File: src/rtl/pong_pkg.sv
// rtl/pong_pkg.sv - shared Pong geometry, game-state codes and collision FSM encoding
// Purpose: constants and enums used by the collision detector and its helpers.
// Ports: none (package).
package pong_pkg;

    localparam int H_ACTIVE  = 640;
    localparam int V_ACTIVE  = 480;
    localparam int BALL_SIZE = 32;
    localparam int BORDER    = 8;
    localparam int PAD_W     = 8;
    localparam int PAD_H     = 64;
    localparam int PAD1_X    = 16;
    localparam int PAD2_X    = 616;

    // Every coordinate sum is carried in 11 bits so nothing wraps.
    localparam int COORD_W   = 11;

    typedef enum logic [1:0] {
        GS_START = 2'd0,
        GS_SERVE = 2'd1,
        GS_PLAY  = 2'd2,
        GS_DONE  = 2'd3
    } game_state_e;

    typedef enum logic [1:0] {
        DET_SYNC   = 2'd0,
        DET_SCAN   = 2'd1,
        DET_REPORT = 2'd2
    } det_state_e;

endpackage

File: src/rtl/rect_hit.sv
// rtl/rect_hit.sv - combinational point-in-rectangle test for a paddle
// Purpose: o_hit = 1 when (i_x, i_y) lies in [X0, X0+W) x [i_top, i_top+H).
// Ports:
//   i_x, i_y  point under test (11-bit, zero-extended)
//   i_top     top row of the rectangle (11-bit, zero-extended)
//   o_hit     point is inside the rectangle
module rect_hit
    import pong_pkg::*;
#(
    parameter int X0 = PAD1_X,
    parameter int W  = PAD_W,
    parameter int H  = PAD_H
) (
    input  logic [COORD_W-1:0] i_x,
    input  logic [COORD_W-1:0] i_y,
    input  logic [COORD_W-1:0] i_top,
    output logic               o_hit
);

    logic [COORD_W-1:0] w_bottom;

    assign w_bottom = i_top + COORD_W'(H);

    assign o_hit = (i_y >= i_top) && (i_y < w_bottom) &&
                   (i_x >= COORD_W'(X0)) && (i_x < COORD_W'(X0 + W));

endmodule

File: src/rtl/collision_detect.sv
// rtl/collision_detect.sv - per-frame ball collision flags and score strobes for Pong
// Purpose: compares the scan position with four ball probe pixels, accumulates
//   sticky hit flags over a frame while in PLAY, and reports them in a one-cycle
//   ResetCollision strobe at frame end together with the score strobes.
// Ports:
//   clk, rst                     pixel clock, async active-low reset
//   state                        game state (START/SERVE/PLAY/DONE)
//   hcount, vcount, video_on     scan position and active-area flag
//   ballX, ballY                 ball top-left corner
//   paddle1Y, paddle2Y           paddle top rows
//   CollisionX1/X2/Y1/Y2         sticky probe flags (left/right/top/bottom)
//   ResetCollision               frame-end strobe, flags valid this cycle
//   ScoreP1, ScoreP2             point strobes coincident with ResetCollision
module collision_detect
    import pong_pkg::*;
(
    input  logic       clk,
    input  logic       rst,
    input  logic [1:0] state,
    input  logic [9:0] hcount,
    input  logic [9:0] vcount,
    input  logic       video_on,
    input  logic [9:0] ballX,
    input  logic [8:0] ballY,
    input  logic [8:0] paddle1Y,
    input  logic [8:0] paddle2Y,
    output logic       CollisionX1,
    output logic       CollisionX2,
    output logic       CollisionY1,
    output logic       CollisionY2,
    output logic       ResetCollision,
    output logic       ScoreP1,
    output logic       ScoreP2
);

    localparam logic [COORD_W-1:0] C_MID = COORD_W'(BALL_SIZE / 2);
    localparam logic [COORD_W-1:0] C_FAR = COORD_W'(BALL_SIZE - 1);

    logic [COORD_W-1:0] w_h, w_v, w_bx, w_by;
    logic [COORD_W-1:0] w_x_left, w_x_right, w_x_mid, w_y_top, w_y_bottom, w_y_mid;
    logic               w_wall, w_pad1, w_pad2, w_obstacle;
    logic               w_play, w_frame_start, w_frame_end;
    logic [3:0]         w_hit;

    det_state_e         r_fsm;
    logic [3:0]         r_hit_q;   // bit 0 X1, 1 X2, 2 Y1, 3 Y2
    logic [3:0]         r_flags;
    logic               r_reset_collision;
    logic               r_score_p1;
    logic               r_score_p2;

    assign w_h  = {1'b0, hcount};
    assign w_v  = {1'b0, vcount};
    assign w_bx = {1'b0, ballX};
    assign w_by = {2'b00, ballY};

    assign w_x_left   = w_bx;
    assign w_x_right  = w_bx + C_FAR;
    assign w_x_mid    = w_bx + C_MID;
    assign w_y_top    = w_by;
    assign w_y_bottom = w_by + C_FAR;
    assign w_y_mid    = w_by + C_MID;

    assign w_wall = (w_v < COORD_W'(BORDER)) || (w_v >= COORD_W'(V_ACTIVE - BORDER));

    rect_hit #(.X0(PAD1_X), .W(PAD_W), .H(PAD_H)) u_pad1 (
        .i_x   (w_h),
        .i_y   (w_v),
        .i_top ({2'b00, paddle1Y}),
        .o_hit (w_pad1)
    );

    rect_hit #(.X0(PAD2_X), .W(PAD_W), .H(PAD_H)) u_pad2 (
        .i_x   (w_h),
        .i_y   (w_v),
        .i_top ({2'b00, paddle2Y}),
        .o_hit (w_pad2)
    );

    assign w_obstacle = video_on && (w_wall || w_pad1 || w_pad2);

    assign w_hit[0] = w_obstacle && (w_h == w_x_left)  && (w_v == w_y_mid);
    assign w_hit[1] = w_obstacle && (w_h == w_x_right) && (w_v == w_y_mid);
    assign w_hit[2] = w_obstacle && (w_h == w_x_mid)   && (w_v == w_y_top);
    assign w_hit[3] = w_obstacle && (w_h == w_x_mid)   && (w_v == w_y_bottom);

    assign w_play        = (state == GS_PLAY);
    assign w_frame_start = (hcount == 10'd0) && (vcount == 10'd0);
    assign w_frame_end   = (hcount == 10'd0) && (vcount == 10'(V_ACTIVE));

    always_ff @(posedge clk or negedge rst) begin
        if (!rst) begin
            r_fsm             <= DET_SYNC;
            r_hit_q           <= '0;
            r_flags           <= '0;
            r_reset_collision <= 1'b0;
            r_score_p1        <= 1'b0;
            r_score_p2        <= 1'b0;
        end else begin
            r_reset_collision <= 1'b0;
            r_score_p1        <= 1'b0;
            r_score_p2        <= 1'b0;

            case (r_fsm)
                DET_SYNC: begin
                    if (w_frame_start) r_fsm <= DET_SCAN;
                end
                DET_SCAN: begin
                    if (w_frame_end) begin
                        r_fsm             <= DET_REPORT;
                        r_reset_collision <= 1'b1;
                        r_score_p2        <= w_play && (ballX == 10'd0);
                        r_score_p1        <= w_play && (w_bx >= COORD_W'(H_ACTIVE - BALL_SIZE));
                    end
                end
                DET_REPORT: r_fsm <= DET_SCAN;
                default:    r_fsm <= DET_SYNC;
            endcase

            // The pixel seen during REPORT is dropped so the next frame starts clean.
            if (!w_play || r_fsm == DET_REPORT) r_hit_q <= '0;
            else                                r_hit_q <= w_hit;

            // Accumulate only while scanning: SYNC discards the partial frame and
            // the edge leaving REPORT clears, so flags hold steady through REPORT.
            if (!w_play || r_fsm != DET_SCAN) r_flags <= '0;
            else                              r_flags <= r_flags | r_hit_q;
        end
    end

    assign CollisionX1    = r_flags[0];
    assign CollisionX2    = r_flags[1];
    assign CollisionY1    = r_flags[2];
    assign CollisionY2    = r_flags[3];
    assign ResetCollision = r_reset_collision;
    assign ScoreP1        = r_score_p1;
    assign ScoreP2        = r_score_p2;

endmodule

File: config.mk
export PLATFORM = sky130hd
export DESIGN_NAME = collision_detect
export DESIGN_NICKNAME = d
export VERILOG_FILES = /design/src/rtl/pong_pkg.sv /design/src/rtl/rect_hit.sv /design/src/rtl/collision_detect.sv
export SDC_FILE = /design/constraint.sdc
export NUM_CORES = 1
export LEC_CHECK = 0
export ABC_AREA = 1
export CORE_ASPECT_RATIO = 0.5
export CORE_MARGIN = 1.5
export CORE_UTILIZATION = 53
export DETAILED_ROUTE_END_ITERATION = 6
export GPL_TIMING_DRIVEN = 1
export PLACE_DENSITY_LB_ADDON = 0.2
export SYNTH_ARGS = -nofsm -noshare
export SYNTH_HDL_FRONTEND = slang
export SYNTH_SLANG_ARGS = --single-unit
File: constraint.sdc
create_clock -name clk -period 1.9 [get_ports clk]
set_input_delay 0.57 -clock clk [delete_from_list [all_inputs] [get_ports clk]]
set_output_delay 0.57 -clock clk [all_outputs]
set_load 0.02 [all_outputs]
==> results.yml, run 1 <==
synth:
  synthArstFlopShare_pct: 100
  ys_types: 29
  synth-edff-count: 0
  yosysSeqAreaShare_pct: 13.7
  synth_warnings: 0
  synth_area_per_cell_um2: 6.29
  netlist_area_mm2: 0.00238
  syn-instance-count: 378
  syn_nets: 476
  ys.flop_type: "dfrtp_1"
  ys_seq_elements: 13
clocking:
  clockBufferDepth: 2
  clock_sinks: 13
  root_buffer: "clkbuf_8"
  h-tree-depth: 1
  cts_inserted_buffers: 3
  ctsHoldBuffers: 0
floorplan:
  start_util_pct: 58.0
  num_rows: 16
  pin_count: 69
  die_x_um: 97.7
  die_h_um: 50.4
place:
  placed_cells: 561
  dp_hpwl_mm: 7.05
  port_buffers: 68
  gp_congestion: 0.919
global_route:
  grt_pass1_vias: 4309
  grt_max_degree: 14
  grt_pass1_wl_mm: 22.5
  gr-total-overflow: 20
  grt_usage_pct: 60.5
outcome:
  lastStage: "global routing"
  error_line: "[ERROR GRT-0116] Global routing finished with congestion. Check the congestion regions in the DRC Viewer."
  status: "did not finish"
==> logic make-up after synthesis <==
group | share of synthesized area (%)
XOR/XNOR | 14.2
flip-flops | 13.7
AO/OA/AOI/OAI | 7.94
AND/OR/NAND/NOR | 35.7
adder cells (fa/ha/maj) | 18.9
buffers and inverters | 9.52
==> what timing repair did <==
item	4_1_cts
pin swaps	58
gates resized for setup	123
buffers inserted	0
endpoints found under the setup margin	9
==> metal layers <==
layer,global-route usage (%),GRT overflow
met1,58.4,1
met2,89.1,13
met3,35.7,0
met4,62.9,6
met5,0,0
==> Yosys cell counts (all sizes together), types with 2 or more instances <==
master | count | area share (%)
a21oi | 15 | 3.2
dfrtp | 13 | 14
ha | 36 | 19
inv | 59 | 9.3
nand2 | 83 | 13
nand3 | 27 | 5.9
nand3b | 2 | 0.63
nand4 | 8 | 2.1
nor2 | 65 | 11
nor3 | 11 | 2.5
nor4 | 2 | 0.53
o21ai | 12 | 2.5
o21bai | 2 | 0.63
o311ai | 2 | 0.74
xnor2 | 18 | 6.9
xor2 | 18 | 7.3
==> through the flow <==
| step | setup WS (ns) | cell area [µm²] | hold slack, ns | TNS, ns |
|---|---|---|---|---|
| after floorplan | 0.0251 | 2380 | 0.274 | 0 |
| after global placement | -0.509 | 3590 | 0.461 | -3.83 |
| after detailed placement | -0.601 | 3590 | 0.484 | -4.13 |
| after CTS | -0.0108 | 3950 | 0.491 | -0.0108 |
==> run 2: changes to the inputs <==
CORE_ASPECT_RATIO = default   (was 0.5)
CORE_UTILIZATION = 40   (was 53)
PLACE_DENSITY_LB_ADDON = 0.15   (was 0.2)
==> run 2 against run 1 <==
- the run now ends clean
- synthesized area unchanged
- synthesized cell count unchanged
==> results.yml, run 2 <==
outcome:
  status: "completed"
setup_path:
  arrival_ns: 2.07
  cp_slowest_cell: "ha_1"
  crit_chain: "buf_6 -> ha_4 -> xnor2_2 -> ha_1 -> nand2_1 -> inv_1 -> a21oi_1 -> nand2_1 -> nor2_2 -> nand3_2 -> nand3_2 -> nand3_2 -> nor2_1"
  path_class: "input port to flip-flop"
  critPathTopFamily: "simple AND/OR/NAND/NOR gates"
  rr_endpoint: "r_hit_q[3]"
  rrSetupSlack_ns: 0.57
  startpoint: "paddle1Y[7]"
  ff2ff_path_depth: 10
  start_kind: "input port"
  worstPathBufferInverterCount: 2
  critical_path.max_fanout: 2
  required_ns: 2.08
  max_stage_delay_ns: 0.27
  worst_path_most_repeated_cell: "nand3_2"
  cp-end-kind: "flip-flop"
  regToRegStartpoint: "r_fsm[0]"
  path_depth: 13
min_path:
  hp-class: "flip-flop to flip-flop"
  worstHoldPathCells: 1
  min_from: "r_fsm[1]"
  min_to: "r_fsm[1]"
routing:
  routed_wl_mm: 7.21
  drc: 0
  ant_nets: 0
  drt_iter0_drc: 74
  via_count: 2903
  first_pass_iters: 4
  routed_via_density: 4.86
  wire_per_inst_um: 12.1
floorplan:
  pin_count: 69
  die_h_um: 80.1
  die_area_mm2: 0.00642
  num_rows: 27
  start_util_pct: 42.4
  die_x_um: 80.1
  coreArea_mm2: 0.00561
global_route:
  grt_pass1_vias: 2813
  antenna_found_initial: 0
  gr-total-overflow: 0
  grt_pass1_wl_mm: 11.6
  grt_max_degree: 14
  grt_usage_pct: 22.3
synth:
  yosysTopAreaCellShare_pct: 18.9
  netlist_area_mm2: 0.00238
  synth_area_per_cell_um2: 6.29
  synthTopCellsByArea: "ha_1, dfrtp_1, nand2_1, nor2_1, inv_1"
  synth_warnings: 0
  ys.flop_type: "dfrtp_1"
  synthArstFlopShare_pct: 100
  syn_nets: 476
  yosysSeqAreaShare_pct: 13.7
  synth.most_common_cell: "nand2_1"
  ys_types: 29
  synth.largest_area_cell: "ha_1"
  ys_seq_elements: 13
  syn-instance-count: 378
  synth-edff-count: 0
  yosys-top-cells-count: "nand2_1, nor2_1, inv_1, ha_1, nand3_1"
sta:
  clock.fmax_mhz: 528
  finalSetupViolations: 0
  relSlewSlack_pct: 62.2
  layout_worst_path_cycle_share_pct: 99.8
  finClkSkew_ns: 0.00644
  drv_slew: 0
  rsz0062_at_grt: "yes"
  tns_ns: 0
  tightest_slew_ns: 0.565
  min_period_ns: 1.90
  hold_viol_final: 0
clocking:
  clkTransAtPathRegs_ns: 0.06
  cts_inserted_buffers: 3
  root_buffer: "clkbuf_8"
  clock_sinks: 13
  cts_tree: "yes"
  ctsHoldBuffers: 0
  insertion_delay_ns: 0.25
  h-tree-depth: 1
  clockBufferDepth: 2
pwr:
  netSwitchingFraction_pct: 36.7
  ir_drop_uv: 345
  p_per_area_mw_per_mm2: 326
  leakage_nw: 2.07
  p_int_uw: 841
  pwr-share-seq_pct: 20.8
  combPwrFrac_pct: 60.8
  power.total_mw: 1.33
  power_switching_uw: 488
  clockPowerShare_pct: 18.3
run:
  cap_violations: 0
final_layout:
  drive_above_1_share_pct: 31.8
  final_util_pct: 72.8
  fin_nets: 624
  n_antenna_cell: 0
  reg_top3: "r_flags: 4 flops, r_hit_q: 4 flops, r_fsm: 2 flops"
  layout_common_cells: "nand2_1, buf_4, nor2_1"
  final_common_cell: "nand2_1"
  area_growth_syn_to_layout_pct: 71.5
  final_cells: 597
place:
  dp_hpwl_mm: 5.83
  placed_cells: 588
  gp_congestion: 0.958
  port_buffers: 68
## run 2: cell counts after synthesis
No cell type changed its count.
## run 2: logic make-up (layout without fill, tap and decap cells)
| family | Yosys count | count (layout) | synth area share, % |
|---|---|---|---|
| fa+ha+maj | 36 | 36 | 18.9 |
| flops | 13 | 13 | 13.7 |
| simple gates | 199 | 199 | 35.7 |
| xor+xnor | 36 | 36 | 14.2 |
| buf+inv | 60 | 207 | 9.52 |
| compound gates | 34 | 34 | 7.94 |
## run 2: cell type report
class / count / area [µm²]
Inverter: 59 / 221
Sequential cell: 13 / 325
Timing Repair Buffer: 144 / 1200
Clock inverter: 1 / 5.00
Fill cell: 470 / 1530
Tap cell: 72 / 90.1
Multi-Input combinational cell: 305 / 2200
Clock buffer: 3 / 41.3
## run 2: stage by stage
step	cell area, µm²	setup slack (ns)	hold WS, ns
after floorplan	2380	0.0251	0.274
after global placement	3680	-0.547	0.464
after detailed placement	3680	-0.613	0.470
after CTS	3900	0.00170	0.483
after global routing	4080	-0.151	0.500
final	4080	0.00469	0.477
## run 2: routing by layer
layer | GRT usage [%] | share of wire (%)
met1 | 28.0 | 44
met4 | 6.21 | 1.6
met2 | 41.3 | 51
met5 | 0 | 0
met3 | 0.795 | 3.2
## run 2: worst max path at each step
stage                       to  slack, ns
floorplan           r_hit_q[1]       0.03
global placement    r_hit_q[2]      -0.55
detailed placement  r_hit_q[3]      -0.61
CTS                 r_hit_q[3]      0.002
global route        r_hit_q[2]      -0.15
finish              r_hit_q[3]      0.005
## run 2: timing repair
item,in CTS,in global routing
endpoints found under the hold margin,0,0
setup buffers,0,5
setup endpoints to repair,9,9
pin swaps,33,39
resized for setup,81,64
## run 2: worst register-to-register path: cells and delay by family, from the launching register on
family / cells / cell delay, ns
AND/OR/NAND/NOR: 8 / 0.71
flip-flops: 1 / 0.36
buffers and inverters: 2 / 0.21
## run 2: power by group through the flow
stage,Sequential [mW],Clock [mW],Combinational (mW)
2_1_floorplan,0.282,0,0.335
5_1_grt,0.277,0.261,0.899
3_3_place_gp,0.282,0,0.705
3_5_place_dp,0.282,0,0.721
4_1_cts,0.277,0.250,0.753
6_report,0.277,0.243,0.809
(Power assumes the default switching activity.)
==> run 3: changes to the inputs <==
CORE_UTILIZATION = 50   (was 40)
==> run 3 against run 2 <==
- the run now ends with DRC, setup timing left
- clock power rose by 4%
- power rose by 13%
- combinational power rose by 21%
- global-route usage rose by 9.8 points
- count of clock-buffer cells in the layout did not move
- flip-flop and latch count did not move
- critical path depth fell by 4
- clock skew fell by 0.0034 ns
- cell count fell by 4.5%
==> results.yml, run 3 (synthesized netlist as in run 2, its figures left out) <==
global_route:
  grt_max_degree: 14
  grt_usage_pct: 32.1
  gr-total-overflow: 0
  antenna_found_initial: 0
  grt_pass1_vias: 3146
  grt_pass1_wl_mm: 13.5
final_layout:
  layout_common_cells: "nand2_1, buf_4, nor2_1"
  final_util_pct: 94.4
  reg_top3: "r_flags: 4 flops, r_hit_q: 4 flops, r_fsm: 2 flops"
  fillers: 129
  area_growth_syn_to_layout_pct: 77.6
  final_common_cell: "nand2_1"
  final_cells: 570
  fin_nets: 617
  n_antenna_cell: 0
  drive_above_1_share_pct: 36.7
clocking:
  ctsHoldBuffers: 0
  h-tree-depth: 1
  insertion_delay_ns: 0.25
  clockBufferDepth: 2
  root_buffer: "clkbuf_8"
  clock_sinks: 13
  clkTransAtPathRegs_ns: 0.06
  cts_inserted_buffers: 3
  cts_tree: "yes"
routing:
  routed_wl_mm: 12.0
  routed_via_density: 6.45
  wire_per_inst_um: 21.1
  ant_nets: 0
  drt_iter0_drc: 532
  drc: 3
  first_pass_iters: 7
  via_count: 3674
setup_path:
  critical_path.max_fanout: 5
  path_class: "input port to flip-flop"
  rrSetupSlack_ns: 0.26
  start_kind: "input port"
  arrival_ns: 2.31
  required_ns: 2.08
  cp-end-kind: "flip-flop"
sta:
  layout_worst_path_cycle_share_pct: 112
  min_period_ns: 2.13
  setup_slack_ns: -0.230
  tightest_slew_ns: 0.546
  clock.fmax_mhz: 470
  hold_viol_final: 0
  rsz0062_at_grt: "yes"
  drv_slew: 0
  finClkSkew_ns: 0.00304
  finalSetupViolations: 4
  relSlewSlack_pct: 63.5
floorplan:
  start_util_pct: 53.2
  num_rows: 24
  die_area_mm2: 0.00518
  die_h_um: 72.0
  die_x_um: 72.0
  pin_count: 69
  coreArea_mm2: 0.00447
place:
  dp_hpwl_mm: 5.79
  port_buffers: 68
  gp_congestion: 0.866
  placed_cells: 564
outcome:
  violations: "DRC, setup timing"
  status: "complete, but fails checks"
min_path:
  hp-class: "flip-flop to flip-flop"
pwr:
  power.total_mw: 1.50
  ir_drop_uv: 222
  leakage_nw: 2.16
  p_per_area_mw_per_mm2: 356
run:
  cap_violations: 0
[run 3: power by group]
group | switching, mW | internal [mW]
sequential | 0.00000372 | 0.277
combinational | 0.523 | 0.452
clock | 0.107 | 0.145
[run 3: final timing paths]
path / from / end / depth (start not counted)
worst max-delay path: vcount[5] / r_hit_q[3] / 9
worst min-delay path: r_fsm[1] / ResetCollision / 1
worst max register to register: r_fsm[0] / r_hit_q[3] / 10
worst min register to register: r_fsm[1] / ResetCollision / 1
max in group asynchronous: rst / r_fsm[1] / 1
min in group asynchronous: rst / r_flags[0] / 1
[run 3: per-stage QoR]
step                hold slack (ns)  instance area (µm²)  TNS (ns)  worst slack, ns
CTS                           0.497                 3930         0         0.000224
finish                        0.508                 4230    -0.857           -0.230
detailed placement            0.483                 3620     -4.60           -0.617
floorplan                     0.274                 2380         0           0.0251
global placement              0.467                 3620     -4.22           -0.534
global route                  0.531                 4230     -1.02           -0.270
[run 3: layer usage]
metal | vias to the layer above | routed length (µm) | GRT usage [%]
li1 | 1494 | - | -
met1 | 1645 | 3990 | 38.7
met2 | 375 | 5500 | 57.7
met3 | 160 | 1290 | 3.75
met4 | 0 | 1270 | 13.2
met5 | - | 0 | 0
[run 3: cell type report]
cell class	count	area [µm²]	area share [%]
clock buffer	3	41.3	0.977
clock inverter	1	5.00	0.118
inverter	59	221	5.24
multi-input combinational	305	2370	56.1
sequential	13	325	7.70
tap	52	65.1	1.54
timing repair buffer	137	1200	28.3
[run 3: worst max-delay path, stage by stage]
cell and delay (ns):
dlygate4sd2_1 0.31, buf_4 0.19, inv_1 0.12, nand4_1 0.12, o21ai_0 0.34, o21ai_1 0.25
nand3_4 0.18, nand3_4 0.12, nor2_4 0.12
[run 3: what timing repair did]
item / 4_1_cts / 5_1_grt
resized for setup: 95 / 99
pin swaps: 36 / 32
setup endpoints to repair: 9 / 9
setup buffers: 0 / 2
